===== src/rtl/mem_access_pkg.sv =====
// Shared definitions for the UART memory-access protocol (host and responder).
// Holds opcodes, frame lengths, the host FSM state type, the captured command
// payload, and the frame byte selector used by the host.
package mem_access_pkg;

  localparam int unsigned ADDR_W       = 16;
  localparam int unsigned DATA_W       = 32;
  localparam int unsigned WR_FRAME_LEN = 8;
  localparam int unsigned RD_FRAME_LEN = 5;

  localparam logic [7:0] OP_WRITE = 8'h0F;
  localparam logic [7:0] OP_READ  = 8'hFF;

  typedef enum logic [2:0] {
    ST_IDLE,
    ST_LOAD,
    ST_WAIT_TX,
    ST_RECV,
    ST_FIN
  } state_e;

  // Captured command; addresses are already word-aligned.
  typedef struct packed {
    logic              rw;
    logic [ADDR_W-1:0] addr;
    logic [ADDR_W-1:0] end_addr;
    logic [3:0]        we;
    logic [DATA_W-1:0] wdata;
  } cmd_t;

  // Byte at position idx of the frame for cmd (write: 8 bytes, read: 5 bytes).
  function automatic logic [7:0] frame_byte(input cmd_t cmd, input logic [2:0] idx);
    logic [7:0] b;
    b = 8'h00;
    if (cmd.rw) begin
      case (idx)
        3'd0:    b = OP_READ;
        3'd1:    b = cmd.end_addr[7:0];
        3'd2:    b = cmd.end_addr[15:8];
        3'd3:    b = cmd.addr[7:0];
        3'd4:    b = cmd.addr[15:8];
        default: b = 8'h00;
      endcase
    end else begin
      case (idx)
        3'd0:    b = OP_WRITE;
        3'd1:    b = cmd.addr[7:0];
        3'd2:    b = cmd.addr[15:8];
        3'd3:    b = {4'h0, cmd.we};
        3'd4:    b = cmd.wdata[7:0];
        3'd5:    b = cmd.wdata[15:8];
        3'd6:    b = cmd.wdata[23:16];
        default: b = cmd.wdata[31:24];
      endcase
    end
    return b;
  endfunction

endpackage


===== src/rtl/rsp_word_assembler.sv =====
// Collects read-response bytes (LSB first) into 32-bit words.
// Ports: clk, rst (sync, active-high), clr (hold empty), byte_valid/byte_data
// (incoming byte), word_valid_c/word_c (combinational: this byte completes a word).
module rsp_word_assembler
  import mem_access_pkg::*;
(
  input  logic              clk,
  input  logic              rst,
  input  logic              clr,
  input  logic              byte_valid,
  input  logic [7:0]        byte_data,
  output logic              word_valid_c,
  output logic [DATA_W-1:0] word_c
);

  logic [DATA_W-1:0] shift_q;
  logic [1:0]        cnt_q;

  // New byte enters at the top so the first byte ends up in bits [7:0].
  assign word_c       = {byte_data, shift_q[DATA_W-1:8]};
  assign word_valid_c = byte_valid && (cnt_q == 2'd3);

  always_ff @(posedge clk) begin
    if (rst || clr) begin
      shift_q <= '0;
      cnt_q   <= '0;
    end else if (byte_valid) begin
      shift_q <= word_c;
      cnt_q   <= cnt_q + 2'd1;
    end
  end

endmodule


===== src/rtl/mem_access_host.sv =====
// UART memory-access initiator: serializes write/read commands into byte frames
// and reassembles read-response bytes into addressed 32-bit words.
// Ports: cmd_* (valid/ready command in), tx_* (byte transmitter), rx_* (byte
// receiver), rsp_* (read words out), done/err (completion pulses). All outputs
// are registered; clk with synchronous active-high rst.
module mem_access_host
  import mem_access_pkg::*;
#(
  parameter int unsigned TIMEOUT_CYCLES = 1000000
) (
  input  logic              clk,
  input  logic              rst,
  input  logic              cmd_valid,
  output logic              cmd_ready,
  input  logic              cmd_rw,
  input  logic [ADDR_W-1:0] cmd_addr,
  input  logic [ADDR_W-1:0] cmd_end_addr,
  input  logic [3:0]        cmd_we,
  input  logic [DATA_W-1:0] cmd_wdata,
  output logic [7:0]        tx_data,
  output logic              tx_start,
  input  logic              tx_done,
  input  logic [7:0]        rx_data,
  input  logic              rx_valid,
  output logic              rsp_valid,
  output logic [DATA_W-1:0] rsp_data,
  output logic [ADDR_W-1:0] rsp_addr,
  output logic              rsp_last,
  output logic              done,
  output logic              err
);

  localparam int unsigned TMO_W = (TIMEOUT_CYCLES > 2) ? $clog2(TIMEOUT_CYCLES) : 1;

  state_e            state_q, state_d;
  cmd_t              cmd_q, cmd_d;
  logic [2:0]        idx_q, idx_d;
  logic [ADDR_W-1:0] cur_addr_q, cur_addr_d;
  logic [TMO_W-1:0]  tmo_q, tmo_d;

  logic              cmd_ready_d, tx_start_d, rsp_valid_d, rsp_last_d, done_d, err_d;
  logic [7:0]        tx_data_d;
  logic [DATA_W-1:0] rsp_data_d;
  logic [ADDR_W-1:0] rsp_addr_d;

  logic [ADDR_W-1:0] start_al, end_al;
  logic              tmo_hit, last_byte, in_recv;
  logic              word_valid_c;
  logic [DATA_W-1:0] word_c;

  assign start_al  = {cmd_addr[ADDR_W-1:2], 2'b00};
  assign end_al    = {cmd_end_addr[ADDR_W-1:2], 2'b00};
  assign tmo_hit   = (tmo_q == TMO_W'(TIMEOUT_CYCLES - 1));
  assign last_byte = (idx_q == (cmd_q.rw ? 3'(RD_FRAME_LEN - 1) : 3'(WR_FRAME_LEN - 1)));
  assign in_recv   = (state_q == ST_RECV);

  // Assembler is held empty outside RECV, so stray bytes and partial words vanish.
  rsp_word_assembler u_asm (
    .clk          (clk),
    .rst          (rst),
    .clr          (!in_recv),
    .byte_valid   (rx_valid && in_recv),
    .byte_data    (rx_data),
    .word_valid_c (word_valid_c),
    .word_c       (word_c)
  );

  // Next-state and next-output logic.
  always_comb begin
    state_d     = state_q;
    cmd_d       = cmd_q;
    idx_d       = idx_q;
    cur_addr_d  = cur_addr_q;
    tx_data_d   = tx_data;
    tx_start_d  = 1'b0;
    rsp_valid_d = 1'b0;
    rsp_data_d  = rsp_data;
    rsp_addr_d  = rsp_addr;
    rsp_last_d  = 1'b0;
    done_d      = 1'b0;
    err_d       = 1'b0;

    case (state_q)
      ST_IDLE: begin
        if (cmd_valid && cmd_ready) begin
          if (cmd_rw && (end_al < start_al)) begin
            err_d = 1'b1;
          end else begin
            cmd_d      = '{rw: cmd_rw, addr: start_al, end_addr: end_al,
                           we: cmd_we, wdata: cmd_wdata};
            cur_addr_d = start_al;
            idx_d      = 3'd0;
            state_d    = ST_LOAD;
          end
        end
      end
      ST_LOAD: begin
        tx_data_d  = frame_byte(cmd_q, idx_q);
        tx_start_d = 1'b1;
        state_d    = ST_WAIT_TX;
      end
      ST_WAIT_TX: begin
        if (tx_done) begin
          if (last_byte) begin
            state_d = cmd_q.rw ? ST_RECV : ST_FIN;
          end else begin
            idx_d   = idx_q + 3'd1;
            state_d = ST_LOAD;
          end
        end else if (tmo_hit) begin
          err_d   = 1'b1;
          state_d = ST_IDLE;
        end
      end
      ST_RECV: begin
        if (word_valid_c) begin
          rsp_valid_d = 1'b1;
          rsp_data_d  = word_c;
          rsp_addr_d  = cur_addr_q;
          cur_addr_d  = cur_addr_q + ADDR_W'(4);
          // Last word is the one at end_addr; start <= end is guaranteed here.
          if (cur_addr_q == cmd_q.end_addr) begin
            rsp_last_d = 1'b1;
            done_d     = 1'b1;
            state_d    = ST_IDLE;
          end
        end else if (!rx_valid && tmo_hit) begin
          err_d   = 1'b1;
          state_d = ST_IDLE;
        end
      end
      ST_FIN: begin
        done_d  = 1'b1;
        state_d = ST_IDLE;
      end
      default: state_d = ST_IDLE;
    endcase

    // Ready stays low through the done/err cycle itself.
    cmd_ready_d = (state_d == ST_IDLE) && !done_d && !err_d;
    tmo_d = ((state_d != state_q) || tx_done || rx_valid) ? '0 : tmo_q + TMO_W'(1);
  end

  // State and output registers.
  always_ff @(posedge clk) begin
    if (rst) begin
      state_q    <= ST_IDLE;
      cmd_q      <= '0;
      idx_q      <= '0;
      cur_addr_q <= '0;
      tmo_q      <= '0;
      cmd_ready  <= 1'b0;
      tx_data    <= '0;
      tx_start   <= 1'b0;
      rsp_valid  <= 1'b0;
      rsp_data   <= '0;
      rsp_addr   <= '0;
      rsp_last   <= 1'b0;
      done       <= 1'b0;
      err        <= 1'b0;
    end else begin
      state_q    <= state_d;
      cmd_q      <= cmd_d;
      idx_q      <= idx_d;
      cur_addr_q <= cur_addr_d;
      tmo_q      <= tmo_d;
      cmd_ready  <= cmd_ready_d;
      tx_data    <= tx_data_d;
      tx_start   <= tx_start_d;
      rsp_valid  <= rsp_valid_d;
      rsp_data   <= rsp_data_d;
      rsp_addr   <= rsp_addr_d;
      rsp_last   <= rsp_last_d;
      done       <= done_d;
      err        <= err_d;
    end
  end

endmodule

===== config.mk =====
export PLATFORM = sky130hd
export DESIGN_NAME = mem_access_host
export DESIGN_NICKNAME = d
export VERILOG_FILES = /design/src/rtl/mem_access_pkg.sv /design/src/rtl/rsp_word_assembler.sv /design/src/rtl/mem_access_host.sv
export SDC_FILE = /design/constraint.sdc
export NUM_CORES = 1
export LEC_CHECK = 0
export CAP_MARGIN = 25
export CELL_PAD_IN_SITES_DETAIL_PLACEMENT = 0
export CELL_PAD_IN_SITES_GLOBAL_PLACEMENT = 2
export CORE_MARGIN = 3
export CORE_UTILIZATION = 34
export DETAILED_ROUTE_END_ITERATION = 8
export PLACE_DENSITY = 0.88
export SETUP_SLACK_MARGIN = 0.02
export SLEW_MARGIN = 10
export SYNTH_ARGS = -nofsm -noshare
export SYNTH_HDL_FRONTEND = slang
export SYNTH_SLANG_ARGS = --single-unit

===== constraint.sdc =====
create_clock -name clk -period 4.79 [get_ports clk]
set_clock_uncertainty 0.2 [all_clocks]
set_input_delay 0.958 -clock clk [delete_from_list [all_inputs] [get_ports clk]]
set_output_delay 0.958 -clock clk [all_outputs]
set_load 0.005 [all_outputs]

==> results.md <==
* Worst EP required at 4.95 ns
* Largest net degree at the start of global routing at 82
* Worst min-delay path endpoint: rsp_data[5]$_SDFFE_PP0P_
* Initial antenna violation count at 1
* Post-synth top flop: dfxtp_1
* Synth area leaders: dfxtp_1, a21oi_1, nand2_1
* Port Buffers at 137
* DR pass1 iterations at 6
* Total Nets Final at 1248
* Die ar. at 0.0275 mm^2
* Layout overhead on the synthesized area at 25.3%
* Clk pwr share at 0.420
* Peak Freq at 0.264 GHz
* Initial Util at 0.352
* Synth cell types at 60
* Max Slew Vio Count at 0
* Post-synth EDFFs at 0
* First-pass GRT wire length at 42.1 mm
* Register-to-Register Path Depth at 6
* Crit path kind: in -> reg
* Die H at 166 um
* Design area at 0.0109 mm^2
* Final hold vios at 0
* Cts repair resizes at 0
* Max Buffers Root-to-Sink at 2
* Net Sw Power at 1020 uW
* Clock root cell: clkbuf_16
* Die Wd at 166 um
* RR Startpoint: state_q[0]$_SDFF_PP0_
* Outcome: complete, no violations
* Clk pin slew, worst setup/hold paths at 0.08 ns
* Relative slew slack at 0.381
* CTS tree: done
* Reg2reg setup slack at 1.58 ns
* Total CTS buffers at 17
* Combinational share of power at 0.106
* HPWL Detailed at 17.8 mm
* RSZ-0062 raised after global routing: false
* Later-pin clock latency in the skew report at 0.44 ns
* Top cell type's share of synthesized area at 0.441
* Share of flip-flops with an asynchronous set or reset at 0
* Vias at 7904
* Fin crit share at 0.790
* Total negative slack at 0 ns
* CP Max Fanout at 81
* Synthesis-stage register bit count at 191
* Initial DRC count at 792
* Postcts setup bufs at 0
* Drt total wl at 26.2 mm
* Placed cell area at 0.0102 mm^2
* Worst EP arrival at 3.94 ns
* Synthesized area per cell at 8.14 um^2
* Share of cells above drive strength 1 at 0.0596
* Seq pwr share at 0.474
* Clock sinks at 191
* Max_cap viols at 0
* Internal power at 2520 uW
* Capturing point of the worst reg2reg path: tmo_q[15]$_SDFF_PP0_
* Vias in the first global route at 7514
* Final setup viols at 0
* Rows at 57
* Num ports at 144
* Vias per cell at 5.33
* CTS Hold Bufs at 0
* Routability cong. at 0.831
* Worst VDD drop at 0.283 mV
* Core Area at 0.0247 mm^2
* Yosys Warn Count at 0
* DRC at 0
* CP Capture Type: flop
* Hold_sp: u_asm.shift_q[13]$_SDFFE_PP0P_
* Min cycle time layout at 3.78 ns
* Power Dens Cells at 326 mW/mm^2
* Cell type with the largest total area after synthesis: dfxtp_1
* Leakage power at 0.00364 uW
* Mapped Area at 0.00867 mm^2
* Hold depth at 2
* DR WL/cell at 17.7 um
* Seq/Total Area, Yosys at 0.441
* Routed Antenna Nets at 0
* Switching part of the total at 0.289
* Congestion Overflow GR at 0
* H-tree levels at 4
* GRT Total Usage at 0.187
* Synthesized instance count at 1066
* Hold Crit Class: reg -> reg
* Startpoint Class: input pin
* Worst slew pin tran at 0.928 ns
==> power by group through the flow <==
stage | Sequential, uW | Combinational, uW | Clock [uW]
floorplan | 1690 | 231 | 0
global placement | 1720 | 371 | 0
detailed placement | 1720 | 374 | 0
CTS | 1680 | 376 | 1520
global route | 1690 | 416 | 1590
finish | 1680 | 375 | 1490
==> metal layers <==
| layer | wire length, um | GRT usage | up-vias |
|---|---|---|---|
| li1 | - | - | 3930 |
| met3 | 1610 | 0.0486 | 20 |
| met1 | 12600 | 0.266 | 3748 |
| met4 | 364 | 0.0474 | 0 |
| met5 | 0 | 0 | - |
| met2 | 11700 | 0.283 | 206 |
==> cell type report <==
type | count | area [um^2]
Fill cell | 2537 | 13800
Multi-Input combinational cell | 762 | 4420
Sequential cell | 191 | 3820
Timing Repair Buffer | 154 | 1510
Clock buffer | 17 | 425
Tap cell | 324 | 405
Clock inverter | 15 | 204
Inverter | 19 | 71.3
Antenna cell | 1 | 2.50
==> stage by stage <==
| stage | instances | setup WS [ns] | util | total power [uW] | hold slack (ns) |
|---|---|---|---|---|---|
| 3_5_place_dp | 1449 | 0.630 | 0.415 | 2090 | 0.247 |
| 5_1_grt | 1483 | 0.878 | 0.440 | 3690 | 0.260 |
| 4_1_cts | 1481 | 1.02 | 0.440 | 3580 | 0.254 |
| 3_3_place_gp | 1447 | 0.644 | 0.414 | 2090 | 0.243 |
| 2_1_floorplan | 1067 | 1.64 | - | 1920 | 0.230 |
| 6_report | 1483 | 1.01 | 0.440 | 3540 | 0.248 |
==> worst max path at each step <==
stage,slack (ns),startpoint,endpoint,depth (start not counted)
finish,1.01,cmd_addr[5],tmo_q[15]$_SDFF_PP0_,10
CTS,1.02,cmd_addr[4],tmo_q[15]$_SDFF_PP0_,10
global route,0.88,cmd_addr[5],tmo_q[15]$_SDFF_PP0_,10
floorplan,1.64,cmd_addr[5],cur_addr_q[14]$_SDFFE_PP0P_,9
detailed placement,0.63,cmd_addr[4],tmo_q[4]$_SDFF_PP0_,10
global placement,0.64,cmd_addr[5],cur_addr_q[8]$_SDFFE_PP0P_,10
==> state kept, by name, summed over array words and instances (netlist names) <==
register and count:
u_asm.cnt_q 2, cmd_q 65, err 1, tx_data 8, idx_q 3, cur_addr_q 14
state_q 3, tx_start 1, done 1, rsp_data 32, rsp_valid 1, cmd_ready 1
rsp_addr 14, u_asm.shift_q 24, rsp_last 1, tmo_q 20
==> Yosys cell counts, drive strengths merged, types with 4 or more instances <==
cell type,n
a21o,4
nand3,84
xnor2,20
nor4,4
xor2,14
a22oi,4
inv,19
a31oi,6
mux2i,27
ha,21
a21oi,154
a221oi,6
nor3,14
and3,5
a222oi,14
nand2,115
dfxtp,191
o21ai,84
nor2,87
or2,4
o211ai,10
clkbuf,82
nand4,14
nand2b,11
a211oi,12
nor2b,7
buf,13
==> cells in the final DEF, fill, tap and decap left out, drive strengths merged, types with 3 or more instances in the layout <==
master	n
a211oi	12
a21boi	3
a21o	4
a21oi	154
a221oi	6
a222oi	14
a22oi	4
a31oi	6
a32oi	3
and3	5
buf	17
clkbuf	18
clkdlybuf4s50	135
clkinv	7
dfxtp	191
ha	21
inv	27
mux2	3
mux2i	27
nand2	115
nand2b	11
nand3	84
nand4	14
nor2	87
nor2b	7
nor3	14
nor3b	3
nor4	4
o211ai	10
o21ai	84
o22ai	3
or2	4
or4	3
xnor2	20
xor2	14
==> cells by family after synthesis <==
| kind of cell | share of synthesized area |
|---|---|
| compound gates | 0.215 |
| mux | 0.0350 |
| flops | 0.441 |
| xor+xnor | 0.0343 |
| fa+ha+maj | 0.0303 |
| simple gates | 0.192 |
| other cells | 0.000432 |
| buf+inv | 0.0521 |
==> critical path: stages <==
cell and delay, ns:
clkdlybuf4s50_1 0.61, inv_1 0.07, ha_1 0.32, a211o_1 0.27
a21oi_1 0.12, o21ai_1 0.13, a2111oi_4 0.42, buf_12 0.34
o221ai_2 0.42, nor2_1 0.24
No activity file was read; power rests on OpenSTA's default activity.
